## config.mk

```make
export PLATFORM = sky130hd
export DESIGN_NAME = msx_mouse_port
export DESIGN_NICKNAME = d
export VERILOG_FILES = /design/src/rtl/msx_mouse_port.sv
export SDC_FILE = /design/constraint.sdc
export NUM_CORES = 1
export LEC_CHECK = 0
export ABC_AREA = 1
export CORE_MARGIN = 2
export CORE_UTILIZATION = 40
export DETAILED_ROUTE_END_ITERATION = 10
export GPL_TIMING_DRIVEN = 1
export HOLD_SLACK_MARGIN = 0.02
export SYNTH_ARGS = -nofsm -noshare
export SYNTH_HDL_FRONTEND = slang
export SYNTH_SLANG_ARGS = --single-unit
export TNS_END_PERCENT = 5
```

## constraint.sdc

```tcl
create_clock -name clk_sys -period 8.5 [get_ports clk_sys]
set_input_delay 0.85 -clock clk_sys [delete_from_list [all_inputs] [get_ports clk_sys]]
set_output_delay 0.85 -clock clk_sys [all_outputs]
set_load 0.1 [all_outputs]
```

## src/rtl/msx_mouse_port.sv

```systemverilog
// MSX general-purpose port adapter: host mouse deltas/buttons -> strobe-clocked
// 4-nibble MSX mouse protocol, or joystick pass-through, one instance per port.
module msx_mouse_port #(
  parameter int ACC_W       = 12,
  parameter int SCALE_SHIFT = 1,
  parameter int TIMEOUT     = 100000,
  parameter bit INVERT_X    = 1'b1,
  parameter bit INVERT_Y    = 1'b0
) (
  input  logic       clk_sys,
  input  logic       reset,
  input  logic [1:0] mode,
  input  logic       mouse_strobe,
  input  logic [8:0] mouse_dx,
  input  logic [8:0] mouse_dy,
  input  logic [1:0] mouse_btn,
  input  logic [5:0] joy_in,
  input  logic       msx_str,
  output logic [5:0] port_out,
  output logic       mouse_active,
  output logic [1:0] nibble_idx
);

  // Extended width for acc + delta - consumed so saturation sees the true sum.
  localparam int EW = ACC_W + SCALE_SHIFT + 10;
  localparam int CW = $clog2(TIMEOUT + 1);

  localparam logic [1:0] PH_X_HI = 2'd0;
  localparam logic [1:0] PH_X_LO = 2'd1;
  localparam logic [1:0] PH_Y_HI = 2'd2;
  localparam logic [1:0] PH_Y_LO = 2'd3;

  localparam logic signed [EW-1:0]    ACC_MAX  = EW'(2 ** (ACC_W - 1) - 1);
  localparam logic signed [EW-1:0]    ACC_MIN  = EW'(-(2 ** (ACC_W - 1)));
  localparam logic signed [ACC_W-1:0] SNAP_MAX = ACC_W'(127);
  localparam logic signed [ACC_W-1:0] SNAP_MIN = ACC_W'(-128);
  localparam logic [CW-1:0]           TMO_LOAD = CW'(TIMEOUT);
  localparam logic [CW-1:0]           TMO_ONE  = CW'(1);

  function automatic logic [ACC_W-1:0] sat_acc(input logic signed [EW-1:0] v);
    if (v > ACC_MAX)      sat_acc = ACC_MAX[ACC_W-1:0];
    else if (v < ACC_MIN) sat_acc = ACC_MIN[ACC_W-1:0];
    else                  sat_acc = v[ACC_W-1:0];
  endfunction

  function automatic logic [7:0] sat8(input logic signed [ACC_W-1:0] v);
    if (v > SNAP_MAX)      sat8 = 8'h7F;
    else if (v < SNAP_MIN) sat8 = 8'h80;
    else                   sat8 = v[7:0];
  endfunction

  logic                    r_s1, r_s2, r_s3;
  logic                    r_active;
  logic [1:0]              r_idx;
  logic [CW-1:0]           r_tmo;
  logic signed [ACC_W-1:0] r_acc_x, r_acc_y;
  logic [3:0]              r_snap_x_lo;
  logic [7:0]              r_snap_y;
  logic [3:0]              r_nibble;
  logic [5:0]              r_port;

  logic                    w_edge, w_take;
  logic signed [ACC_W-1:0] w_dx_ext, w_dy_ext, w_dx, w_dy, w_sh_x, w_sh_y;
  logic [7:0]              w_snap_x, w_snap_y;
  logic signed [EW-1:0]    w_add_x, w_add_y, w_cons_x, w_cons_y, w_sum_x, w_sum_y;

  assign w_edge = r_s2 ^ r_s3;
  assign w_take = r_active & w_edge & (r_idx == PH_X_HI);

  // mouse_strobe is a one-cycle valid with no ready: every delta is absorbed.
  assign w_dx_ext = {{(ACC_W-9){mouse_dx[8]}}, mouse_dx};
  assign w_dy_ext = {{(ACC_W-9){mouse_dy[8]}}, mouse_dy};
  assign w_dx     = INVERT_X ? -w_dx_ext : w_dx_ext;
  assign w_dy     = INVERT_Y ? -w_dy_ext : w_dy_ext;

  assign w_sh_x   = r_acc_x >>> SCALE_SHIFT;
  assign w_sh_y   = r_acc_y >>> SCALE_SHIFT;
  assign w_snap_x = sat8(w_sh_x);
  assign w_snap_y = sat8(w_sh_y);

  assign w_add_x  = mouse_strobe ? {{(EW-ACC_W){w_dx[ACC_W-1]}}, w_dx} : '0;
  assign w_add_y  = mouse_strobe ? {{(EW-ACC_W){w_dy[ACC_W-1]}}, w_dy} : '0;
  // Only the reported amount leaves the accumulator; the residual carries over.
  assign w_cons_x = w_take ? ({{(EW-8){w_snap_x[7]}}, w_snap_x} <<< SCALE_SHIFT) : '0;
  assign w_cons_y = w_take ? ({{(EW-8){w_snap_y[7]}}, w_snap_y} <<< SCALE_SHIFT) : '0;
  assign w_sum_x  = {{(EW-ACC_W){r_acc_x[ACC_W-1]}}, r_acc_x} + w_add_x - w_cons_x;
  assign w_sum_y  = {{(EW-ACC_W){r_acc_y[ACC_W-1]}}, r_acc_y} + w_add_y - w_cons_y;

  always_ff @(posedge clk_sys) begin
    if (reset) begin
      r_s1        <= 1'b0;
      r_s2        <= 1'b0;
      r_s3        <= 1'b0;
      r_active    <= 1'b0;
      r_idx       <= PH_X_HI;
      r_tmo       <= '0;
      r_acc_x     <= '0;
      r_acc_y     <= '0;
      r_snap_x_lo <= '0;
      r_snap_y    <= '0;
      r_nibble    <= '0;
      r_port      <= 6'h3F;
    end else begin
      r_s1 <= msx_str;
      r_s2 <= r_s1;
      r_s3 <= r_s2;

      case (mode)
        2'd1:    r_active <= 1'b0;
        2'd2:    r_active <= 1'b1;
        default: begin
          if (mouse_strobe)        r_active <= 1'b1;
          else if (joy_in != 6'h3F) r_active <= 1'b0;
        end
      endcase

      r_acc_x <= sat_acc(w_sum_x);
      r_acc_y <= sat_acc(w_sum_y);

      if (!r_active) begin
        r_idx <= PH_X_HI;
        r_tmo <= '0;
      end else if (w_edge) begin
        r_tmo <= TMO_LOAD;
        r_idx <= r_idx + 2'd1;
        case (r_idx)
          PH_X_HI: begin
            r_snap_x_lo <= w_snap_x[3:0];
            r_snap_y    <= w_snap_y;
            r_nibble    <= w_snap_x[7:4];
          end
          PH_X_LO: r_nibble <= r_snap_x_lo;
          PH_Y_HI: r_nibble <= r_snap_y[7:4];
          PH_Y_LO: r_nibble <= r_snap_y[3:0];
        endcase
      end else if (r_tmo != '0) begin
        r_tmo <= r_tmo - TMO_ONE;
        if (r_tmo == TMO_ONE) r_idx <= PH_X_HI;
      end

      r_port <= r_active ? {~mouse_btn, r_nibble} : joy_in;
    end
  end

  assign port_out     = r_port;
  assign mouse_active = r_active;
  assign nibble_idx   = r_idx;

endmodule
```

Yosys cells after proc, flatten, opt, wreduce, memory -nomap -nowiden. Cells that the tools add are included.

Latch bits: 0. Bits in read-only memories: 0. Bits in registers: 69. Word-level logic and storage cells: 76. Memories: 0. Memory bits (writable): 0. Bits of input ports: 32. Output and inout port bits: 9.

Shift-type cells: 0. Multiply operators: 0. Reductions and logical operators: 12. Magnitude comparators: 8. Bitwise operators: 5. Div/mod/pow operators: 0. Muxes and demuxes: 22. $add $sub $neg: 7. Equality and inequality tests: 7.

Operator list (number): $mux 23 (4); $add 23x23->23 (2); $gt 23x12->1 const B (2); $lt 23x12->1 const B (2); $sub 23x23->23 (2); $mux 17 (2); $mux 8 (4); $mux 12 (2); $gt 11x8->1 const B (2); $lt 11x8->1 const B (2); $mux 11 (2); $eq 17x1->1 const B (1); $reduce_bool 17->1 (1); $sub 17x1->17 const B (1); $pmux 4 s4 (1); $neg 9->12 (1); $eq 2x2->1 const B (3); $mux 2 (3); $mux 6 (1); $ne 6x6->1 const B (1); $reduce_or 2->1 (3); $eq 2x1->1 const B (2); $reduce_and 2->1 (2); $reduce_bool 2->1 (2); other kinds (11) (13).

Logic depth before layout (Yosys ltp). Gate-level depths: netlist of the first run.

Word-level depth: 8. Gate-level depth with buffers: 28. Mapped depth without buffers: 28.

Least setup slack after synthesis of the first run. No wires, ideal clock.

Path kind: register to register. Start: register r_active (netlist: mouse_active). End: register r_acc_x[10]. Stages on the path, launching flop included: 18. Path buffers: 1. Data required time: 8.383 ns. Data arrival time: 3.997 ns. Setup slack: 4.386 ns. Period minus slack after synthesis: 4.114 ns. Library setup time: 0.117 ns. Cells stage by stage: dfxtp_1 inv_2 nor2_4 nand2_1 buf_2 nor2_1 fa_1 inv_1 ha_1 or2_2 nand2_1 nor2_1 nand2_2 inv_2 nor2_1 nand2_1 nand3_2 nand2_1.

Longest elaborated chain between the ends: 7. Elaborated cells between the ends (all ways): 8. Classes of those cells: 1 x add/sub; 2 x order compare; 3 x mux; 2 x bitwise.

Ends and longest elaborated chain: start, declared (RTL line 53) `logic r_active;`; start signal, assigned (RTL line 94) `r_active <= 1'b0;`; start signal, assigned (RTL line 109) `2'd1: r_active <= 1'b0;`; start signal, assigned (RTL line 110) `2'd2: r_active <= 1'b1;`; $and 1x1->1 (*) (2 in a row) (RTL line 68) `assign w_take = r_active & w_edge & (r_idx == PH_X_HI);`; $mux 23 (*) (RTL line 84) `assign w_cons_x = w_take ? ({{(EW-8){w_snap_x[7]}}, w_snap_x} <<< SCALE_SHIFT) : '0;`; $sub 23x23->23 (*) (RTL line 86) `assign w_sum_x = {{(EW-ACC_W){r_acc_x[ACC_W-1]}}, r_acc_x} + w_add_x - w_cons_x;`; $lt 23x12->1 (RTL line 42) `else if (v < ACC_MIN) sat_acc = ACC_MIN[ACC_W-1:0];`; $mux 12 (RTL line 42); $mux 11 (*) (RTL line 41) `if (v > ACC_MAX) sat_acc = ACC_MAX[ACC_W-1:0];`; end signal, assigned (RTL line 117) `r_acc_x <= sat_acc(w_sum_x);`; end, declared (RTL line 56) `logic signed [ACC_W-1:0] r_acc_x, r_acc_y;`.

Mark *: on every way between the ends. The rest lies on a longest branch, timed or not. A chain may end at the register's enable or synchronous reset.

Worst setup path in the final report of the first run.
Start: input port mouse_dx[0]. End: register r_acc_x[2].

Longest elaborated chain between the ends: 7. Elaborated cells between the ends (all ways): 8. Classes of those cells: 3 x add/sub; 2 x order compare; 3 x mux.

Ends and longest elaborated chain: start, declared (RTL line 14) `input logic [8:0] mouse_dx,`; $neg 9->12 (*) (RTL line 73) `assign w_dx = INVERT_X ? -w_dx_ext : w_dx_ext;`; $mux 23 (*) (RTL line 81) `assign w_add_x = mouse_strobe ? {{(EW-ACC_W){w_dx[ACC_W-1]}}, w_dx} : '0;`; $add 23x23->23 (*) (RTL line 86); $sub 23x23->23 (*) (RTL line 86); $lt 23x12->1 (RTL line 42); $mux 12 (RTL line 42); $mux 11 (*) (RTL line 41).

Marks and branches as above.

==> results_dict.tcl, run 1 <==
set metrics [dict create \
    status "finished, final reports clean" \
    synth_compound_area_share_pct 11.2 \
    p_comb_share_pct 67.4 \
    die-area_mm2 0.0142 \
    clock_latency_ps 330 \
    post-route-drc-count 0 \
    drtAntennaViolNets 0 \
    clock_sinks 69 \
    synth_top_area_share_pct 26.1 \
    r2r_cells 14 \
    yosys.area_share.simple_pct 29.1 \
    wl_um 12200 \
    r2r-end "r_acc_y[8]" \
    hpwl_um 9860 \
    synth_top_area_cell "dfxtp_1" \
    cp_max_fo 9 \
    ir_drop_mv 0.249 \
    pwr-share-seq_pct 17.0 \
    numPortBuffers 40 \
    hold_viol_final 0 \
    seq_area_frac_synth_pct 26.1 \
    core_mm2 0.0131 \
    detail_route.wl_per_cell_um 11.9 \
    intPower_uw 1320 \
    synth_cell_types 36 \
    whs_endpoint "r_s2" \
    finalSetupViolCount 0 \
    final_cell_mix "nand2_1, inv_1, dfxtp_1" \
    reg2reg_from "mouse_active" \
    layout_commonest_cell "nand2_1" \
    p_leak_uw 0.00316 \
    vias 4809 \
    postCtsSetupBuffers 0 \
    antenna_found_initial 0 \
    p_switching_uw 1280 \
    first_pass_iters 5 \
    final.period_utilization_pct 51.9 \
    endpoint_kind "flip-flop" \
    placed_area_mm2 0.00589 \
    viasPerCell 4.69 \
    hp-class "flip-flop to flip-flop" \
    synth.area.mux_share_pct 0 \
    cts-root-buf "clkbuf_16" \
    stdcell_area_mm2 0.00621 \
    numCtsBuffers 9 \
    hold_start "r_s1" \
    fp-row-count 42 \
    n_antenna_cell 0 \
    worst-setup-path-type "primary input to flip-flop" \
    power.density_mw_per_mm2 419 \
    synth_xor_area_share_pct 3.97 \
    holdPathStages 2 \
    clock_skew_ps 10.3 \
    drv_cap 0 \
    multiInputGateArea_mm2 0.00322 \
    cts-resized-gates 0 \
    grt_pass1_wl_um 21900 \
    rsz0062_at_grt "false" \
    overflow 0 \
    worstMarginPinSlew_ps 997 \
    fin_setup_tns_ps 0 \
    timing.final.ws_setup_ps 4090 \
    required_ps 8770 \
    die_width_um 119 \
    grt_util_all_layers_pct 18.9 \
    synth_area_mm2 0.00529 \
    area_growth_syn_to_layout_pct 17.4 \
    ios 41 \
    place_ws_ps 3750 \
    ys_ff_latch 69 \
    synth_cells 802 \
    max_slew_margin_pct 33.3 \
    hold_buffers 0 \
    fmax_mhz 227 \
    cts_buffer_depth 2 \
    whs_ps 402 \
    syn_area_per_cell_um2 6.60 \
    die_h_um 119 \
    place_congestion 0.903 \
    synth.area.top_cells "dfxtp_1, nand2_1, inv_1, fa_1, ha_1" \
    cts_tree "yes" \
    drt_iter0_markers 289 \
    crit_arrival_ps 4680 \
    synth_warnings 0 \
    pwr-share-clk_pct 15.6 \
    layout_min_cycle_time_ps 4410 \
    synth_top_family_by_area "simple AND/OR/NAND/NOR gates" \
    r2r_slack_ps 4460 \
    synthAdderAreaFrac_pct 16.6 \
    num-fill-cells 1413 \
    start_util_pct 40.4 \
    clk_pin_slew_ps 60 \
    grt_start_max_net_pins 31 \
    regArea_mm2 0.00138 \
    fin_nets 934 \
    grt_pass1_vias 4816 \
    final_max_slew_viol_count 0 \
    syn_nets 891 \
    p_sw_share_pct 49.2 \
    drive_gt1_share_pct 5.18 \
    start_kind "primary input" \
    cts.htree.levels 3 \
]
[cells by family after synthesis]
| kind of cell | Yosys count |
|---|---|
| adder cells (fa/ha/maj) | 57 |
| flip-flops | 69 |
| buffers and inverters | 182 |
| AO/OA/AOI/OAI | 106 |
| XOR/XNOR | 24 |
| AND/OR/NAND/NOR | 364 |
[critical path, stage by stage]
cell and delay (ps):
clkdlybuf4s50_1 440, inv_1 70, ha_1 150, inv_1 50, nor2_1 80, inv_1 60, nor2_1 80, inv_1 60
nor2_1 80, inv_1 70, nor3_1 230, nand2_1 140, a21oi_1 130, o21ai_0 110, fa_1 490, inv_1 40
ha_1 360, nand2_1 130, inv_1 50, a21oi_1 180, nor2_1 60, nor2_1 110, nand2_2 110, inv_2 90
nor2_1 50, nand2_1 110, nand3_2 180, nand2_1 130
[sequential cells by signal, summed over array words and instances (netlist names)]
signal / flops
mouse_active: 1
nibble_idx: 2
port_out: 6
r_acc_x: 12
r_acc_y: 12
r_nibble: 4
r_s1: 1
r_s2: 1
r_s3: 1
r_snap_x_lo: 4
r_snap_y: 8
r_tmo: 17
[worst max path at each step]
stage / to / from / slack, ps
after CTS: r_acc_x[2] / mouse_dx[0] / 4090
final: r_acc_x[2] / mouse_dx[0] / 4090
after floorplan: r_acc_x[10] / mouse_active / 4390
after global routing: r_acc_x[6] / mouse_dx[0] / 3520
after detailed placement: r_acc_x[2] / mouse_dx[0] / 3750
after global placement: r_acc_x[9] / mouse_dx[0] / 3850
[power groups by stage]
stage | clock network, uW | registers, uW | logic (uW)
3_5_place_dp | 0 | 449 | 1750
6_report | 406 | 444 | 1760
3_3_place_gp | 0 | 449 | 1760
4_1_cts | 413 | 443 | 1760
2_1_floorplan | 0 | 460 | 1390
5_1_grt | 427 | 452 | 2040
[Yosys cell counts, drive strengths merged]
| library cell | count |
|---|---|
| and3 | 1 |
| fa | 22 |
| inv | 172 |
| nor2 | 70 |
| a21o | 1 |
| nand4 | 8 |
| a21boi | 1 |
| nor3 | 9 |
| a31oi | 13 |
| a21oi | 57 |
| buf | 2 |
| a211oi | 2 |
| dfxtp | 69 |
| o211ai | 4 |
| nor4 | 1 |
| o31ai | 1 |
| xnor2 | 14 |
| o21bai | 2 |
| xor2 | 10 |
| nand2 | 218 |
| nand3 | 53 |
| or2 | 3 |
| nand3b | 1 |
| ha | 35 |
| o21ai | 24 |
| a41oi | 1 |
| clkbuf | 8 |
[through the flow]
stage / total power (uW) / utilization [%] / instances
6_report: 2610 / 47.5 / 1026
5_1_grt: 2920 / 47.5 / 1026
4_1_cts: 2620 / 47.5 / 1026
3_5_place_dp: 2200 / 45.0 / 1010
3_3_place_gp: 2210 / 45.0 / 1010
2_1_floorplan: 1850 / - / 802
[layer usage]
layer  global-route usage (%)  up-vias  share of wire, %
met5                        0        -                 0
met4                     6.92        0               2.7
met3                     2.83       25               2.6
met2                     31.5       73                46
met1                     24.8     2130                49
li1                         -     2581                 -
[cell type report]
| class | instances | share of cell area, % |
|---|---|---|
| clock inverters | 4 | 1.13 |
| inverters | 172 | 10.4 |
| repair buffers | 42 | 6.69 |
| flip-flops and latches | 69 | 22.2 |
| well taps | 176 | 3.54 |
| multi-input cells | 551 | 51.9 |
| clock buffers | 12 | 4.13 |
Power figures use the tool's default switching activity.
==> run 2: changes to the inputs <==
- clock period: 8.5 -> 4.5 ns (I/O delays scaled with it)
==> run 2 against run 1 <==
Worst hold slack gained 4.0 ps. Total power grew 87%. Combinational power grew 88%. Routed wire length grew 0.54%. First-iteration DRC count shrank 9.7%. Sequential power grew 89%. Utilization grew 0.096 points. Via count shrank 1.0%. Largest cell class unchanged.
==> results_dict.tcl, run 2 (synthesized netlist as in run 1, its figures left out) <==
set metrics [dict create \
    dp_cells 1013 \
    cts.htree.levels 3 \
    fin_nets 937 \
    whs_endpoint "r_s2" \
    clock_latency_ps 320 \
    die-area_mm2 0.0142 \
    top_regs "r_tmo x17, r_acc_x x12, r_acc_y x12" \
    hpwl_um 10100 \
    r2r_cells 14 \
    r2r-end "r_acc_y[8]" \
    place_congestion 0.883 \
    numCtsBuffers 9 \
    drtAntennaViolNets 0 \
    rsz0062_at_grt "false" \
    timing.final.ws_setup_ps 606 \
    cts_buffer_depth 2 \
    ir_drop_mv 0.478 \
    wl_um 12300 \
    fin_setup_tns_ps 0 \
    vias 4761 \
    finalSetupViolCount 0 \
    layout_commonest_cell "nand2_1" \
    worst-setup-path-type "primary input to flip-flop" \
    die_width_um 119 \
    post-route-drc-count 0 \
    drive_gt1_share_pct 5.74 \
    overflow 0 \
    grt_start_max_net_pins 22 \
    hold_start "r_s1" \
    first_pass_iters 4 \
    worstMarginPinSlew_ps 984 \
    final.period_utilization_pct 86.5 \
    endpoint_kind "flip-flop" \
    cts-root-buf "clkbuf_16" \
    grt_pass1_wl_um 22200 \
    core_mm2 0.0131 \
    clock_sinks 69 \
    p_leak_uw 0.00316 \
    power_uw 4870 \
    fp-row-count 42 \
    final_max_slew_viol_count 0 \
    n_antenna_cell 0 \
    numPortBuffers 40 \
    required_ps 4760 \
    r2r_slack_ps 680 \
    crit_arrival_ps 4150 \
    layout_min_cycle_time_ps 3890 \
    hp-class "flip-flop to flip-flop" \
    drv_cap 0 \
    viasPerCell 4.63 \
    grt_pass1_vias 4810 \
    largest_reg_flops 17 \
    whs_ps 406 \
    place_ws_ps 185 \
    fmax_mhz 257 \
    clk_pin_slew_ps 60 \
    start_kind "primary input" \
    drt_iter0_markers 261 \
    max_slew_margin_pct 34.2 \
    die_h_um 119 \
    antenna_found_initial 0 \
    hold_viol_final 0 \
    final_cells 1029 \
    power.density_mw_per_mm2 783 \
    num-fill-cells 1383 \
    area_growth_syn_to_layout_pct 17.7 \
    reg2reg_from "mouse_active" \
    detail_route.wl_per_cell_um 12.0 \
    regMostFlops "r_tmo" \
    cp_max_fo 9 \
    start_util_pct 40.4 \
    ios 41 \
    cts_tree "yes" \
    status "finished, final reports clean" \
    holdPathStages 2 \
    grt_util_all_layers_pct 19.0 \
    clock_skew_ps 8.46 \
    final_cell_mix "nand2_1, inv_1, dfxtp_1" \
]
==> run 2: changes by cell type in the layout (fill, tap and decap cells not counted) <==
cell,before,now
buf_4,2,5
bufinv_16,2,1
clkbuf_1,1,0
clkinv_2,2,1
clkinv_4,0,1
clkinvlp_4,0,2
nor3_1,9,8
nor3_2,0,1
==> run 2: stage by stage <==
| step | instance area [um^2] | util [%] |
|---|---|---|
| floorplan | 5290 | - |
| global placement | 5910 | 45.2 |
| detailed placement | 5910 | 45.2 |
| CTS | 6220 | 47.5 |
| global route | 6220 | 47.6 |
| finish | 6220 | 47.6 |
==> run 2: layout make-up <==
type,instances,area [um^2],area share [%]
multi-input combinational,551,3230,51.9
clock inverter,5,58.8,0.945
tap,176,220,3.54
clock buffer,11,253,4.06
inverter,172,646,10.4
timing repair buffer,45,438,7.04
sequential,69,1380,22.2
==> run 2: repair_timing <==
action	in CTS	in global routing
gates resized for setup	0	1
setup endpoints to repair	0	9
buffers inserted	0	0
hold endpoints to repair	0	0
hold buffers	0	0
==> run 2: per-layer routing <==
layer	vias to the layer above	share of wire, %	global-route usage (%)
li1	2579	-	-
met1	2114	49	25.6
met2	58	47	31.8
met3	10	2.8	3.21
met4	0	1.2	4.61
met5	-	0	0
==> run 2: worst max path at each step <==
stage | slack [ps] | to | startpoint | cells after the start
2_1_floorplan | 390 | r_acc_x[10] | mouse_active | 17
3_3_place_gp | 270 | r_acc_x[8] | mouse_dx[0] | 28
3_5_place_dp | 180 | r_acc_x[10] | mouse_dx[0] | 28
4_1_cts | 500 | r_acc_x[10] | mouse_dx[0] | 28
5_1_grt | 90 | r_acc_x[9] | mouse_dx[0] | 28
6_report | 610 | r_acc_x[3] | mouse_dx[0] | 28
==> run 2: worst max-delay path, cell delays in order <==
cell             delay, ps
clkdlybuf4s50_1        440
inv_1                   70
ha_1                   140
inv_1                   50
nor2_1                  80
inv_1                   60
nor2_1                  80
inv_1                   60
nor2_1                  80
inv_1                   80
nor3_2                 140
nand2_1                120
a21oi_1                120
o21ai_0                110
fa_1                   490
inv_1                   50
ha_1                   360
nand2_1                130
inv_1                   50
a21oi_1                170
nor2_1                  60
nor2_1                 110
nand2_2                110
inv_2                   90
nor2_1                  40
nand2_1                110
nand3_2                180
nand2_1                140
==> run 2: report_power, final <==
group	total, uW	internal [uW]	switching, uW
clock network	721	459	262
logic	3310	1220	2100
registers	837	771	65.7
total	4870	2450	2420
==> run 3: changes to the inputs <==
- CORE_ASPECT_RATIO: default -> 0.7
- SETUP_SLACK_MARGIN: default -> 0.02
==> run 3 against run 2 <==
Register-to-register slack gained 130 ps. Critical path depth is the same. Utilization grew 0.22 points. First-iteration DRC count grew 5.7%. Total power grew 2.3%. Cell count shrank 0.78%. Setup slack lost 150 ps. Maximum frequency shrank 3.6%. Routed wire length grew 4.4%. Via count grew 0.80%. Largest cell class unchanged.
==> results_dict.tcl, run 3 (synthesized netlist as in run 1, its figures left out) <==
set metrics [dict create \
    pwr-share-clk_pct 15.7 \
    timing.final.ws_setup_ps 461 \
    final_max_slew_viol_count 0 \
    final_cell_mix "nand2_1, inv_1, dfxtp_1" \
    worstMarginPinSlew_ps 992 \
    hold_viol_final 0 \
    die_h_um 100 \
    hpwl_um 10200 \
    area_growth_syn_to_layout_pct 17.9 \
    place_ws_ps 160 \
    power.density_mw_per_mm2 799 \
    power_uw 4980 \
    final.period_utilization_pct 89.8 \
    ios 41 \
    grt_util_all_layers_pct 19.4 \
    grt_pass1_wl_um 21900 \
    cts_buffer_depth 2 \
    max_slew_margin_pct 33.7 \
    start_kind "primary input" \
    rsz0062_at_grt "false" \
    endpoint_kind "flip-flop" \
    detail_route.wl_per_cell_um 12.6 \
    place_congestion 0.885 \
    intPower_uw 2500 \
    clock_latency_ps 340 \
    clock_skew_ps 6.27 \
    first_pass_iters 5 \
    status "finished, final reports clean" \
    numCtsBuffers 9 \
    top_regs "r_tmo x17, r_acc_x x12, r_acc_y x12" \
    largest_reg_flops 17 \
    slowest_delay_ps 490 \
    clk_pin_slew_ps 60 \
    fp-row-count 35 \
    cts.htree.levels 3 \
    grt_start_max_net_pins 23 \
    die-area_mm2 0.0142 \
    viasPerCell 4.70 \
    regMostFlops "r_tmo" \
    cp_max_fo 9 \
    drive_gt1_share_pct 5.73 \
    numPortBuffers 40 \
    die_width_um 141 \
    vias 4799 \
    grt_pass1_vias 4453 \
    p_switching_uw 2490 \
    postCtsSetupBuffers 0 \
    p_sw_share_pct 49.9 \
    required_ps 4770 \
    fin_setup_tns_ps 0 \
    worst-setup-path-type "primary input to flip-flop" \
    n_antenna_cell 0 \
    drv_cap 0 \
    antenna_found_initial 0 \
    start_util_pct 40.5 \
    ir_drop_mv 0.378 \
    cts_tree "yes" \
    hold_buffers 0 \
    p_leak_uw 0.00317 \
    drtAntennaViolNets 0 \
    whs_ps 403 \
    post-route-drc-count 0 \
    finalSetupViolCount 0 \
    wl_um 12800 \
    fin_nets 939 \
    cpMostUsedCell "inv_1" \
    p_comb_share_pct 67.5 \
    hp-class "flip-flop to flip-flop" \
    stdcell_area_mm2 0.00624 \
    cp_num_buf_inv 9 \
    slowest_stage "fa_1" \
    drt_iter0_markers 276 \
    cts-resized-gates 0 \
    layout_commonest_cell "nand2_1" \
    core_mm2 0.0131 \
    placed_area_mm2 0.00591 \
    fmax_mhz 248 \
    pwr-share-seq_pct 16.9 \
    crit_arrival_ps 4310 \
    cp_top_family "simple AND/OR/NAND/NOR gates" \
    clock_sinks 69 \
    layout_min_cycle_time_ps 4040 \
    overflow 0 \
    cts-root-buf "clkbuf_16" \
]
==> run 3: cell count changes in the layout (fill, tap and decap cells not counted) <==
cell / delta
nor3_2: -1
buf_4: +2
nor3_1: +1
clkbuf_8: -1
bufinv_16: +1
clkbuf_1: +1
clkinv_2: -1
==> run 3: path summary, 6_finish.rpt <==
| kind | start | end | slack, ps | cells after the start |
|---|---|---|---|---|
| setup reg to reg | r_acc_x[10] | r_acc_x[4] | 810 | 20 |
| hold reg to reg | r_s1 | r_s2 | 400 | 2 |
| setup / recovery | mouse_dx[0] | r_acc_x[4] | 460 | 28 |
| hold / removal | r_s1 | r_s2 | 400 | 2 |
==> run 3: metal layers <==
layer	share of wire [%]	track usage (%)	wire length (um)	up-vias
li1	-	-	-	2581
met1	55	29.9	7070	2120
met2	39	28.0	5050	88
met3	4.8	4.06	613	10
met4	0.82	3.69	105	0
met5	0	0	0	-
==> run 3: worst register-to-register path: stages (launching register included) <==
cell	delay, ps
dfxtp_1	300
inv_1	70
o31ai_1	540
inv_1	110
nor2_2	190
inv_1	100
a21oi_1	220
fa_1	460
inv_1	70
ha_1	310
nand2_1	90
nand2_1	80
a21oi_1	200
nor2_1	60
nor2_1	110
nand2_2	110
inv_2	90
nor2_1	50
nand2_1	100
nand3_2	190
nand2_1	160
==> run 3: power groups by stage <==
| stage | logic, uW | clock network [uW] | registers (uW) |
|---|---|---|---|
| 5_1_grt | 3870 | 818 | 858 |
| 4_1_cts | 3350 | 790 | 839 |
| 6_report | 3360 | 782 | 840 |
| 3_5_place_dp | 3330 | 0 | 852 |
| 3_3_place_gp | 3320 | 0 | 852 |
| 2_1_floorplan | 2620 | 0 | 870 |
==> run 3: area by class of cell <==
type | instances | area (um^2)
Sequential cell | 69 | 1380
Inverter | 172 | 646
Tap cell | 166 | 208
Clock inverter | 5 | 83.8
Timing Repair Buffer | 47 | 453
Clock buffer | 11 | 243
Fill cell | 1373 | 6810
Multi-Input combinational cell | 551 | 3220
==> run 3: metrics by stage <==
stage,util (%),instances
6_report,47.8,1021
3_5_place_dp,45.3,1005
2_1_floorplan,-,802
3_3_place_gp,45.3,1005
5_1_grt,47.8,1021
4_1_cts,47.8,1021
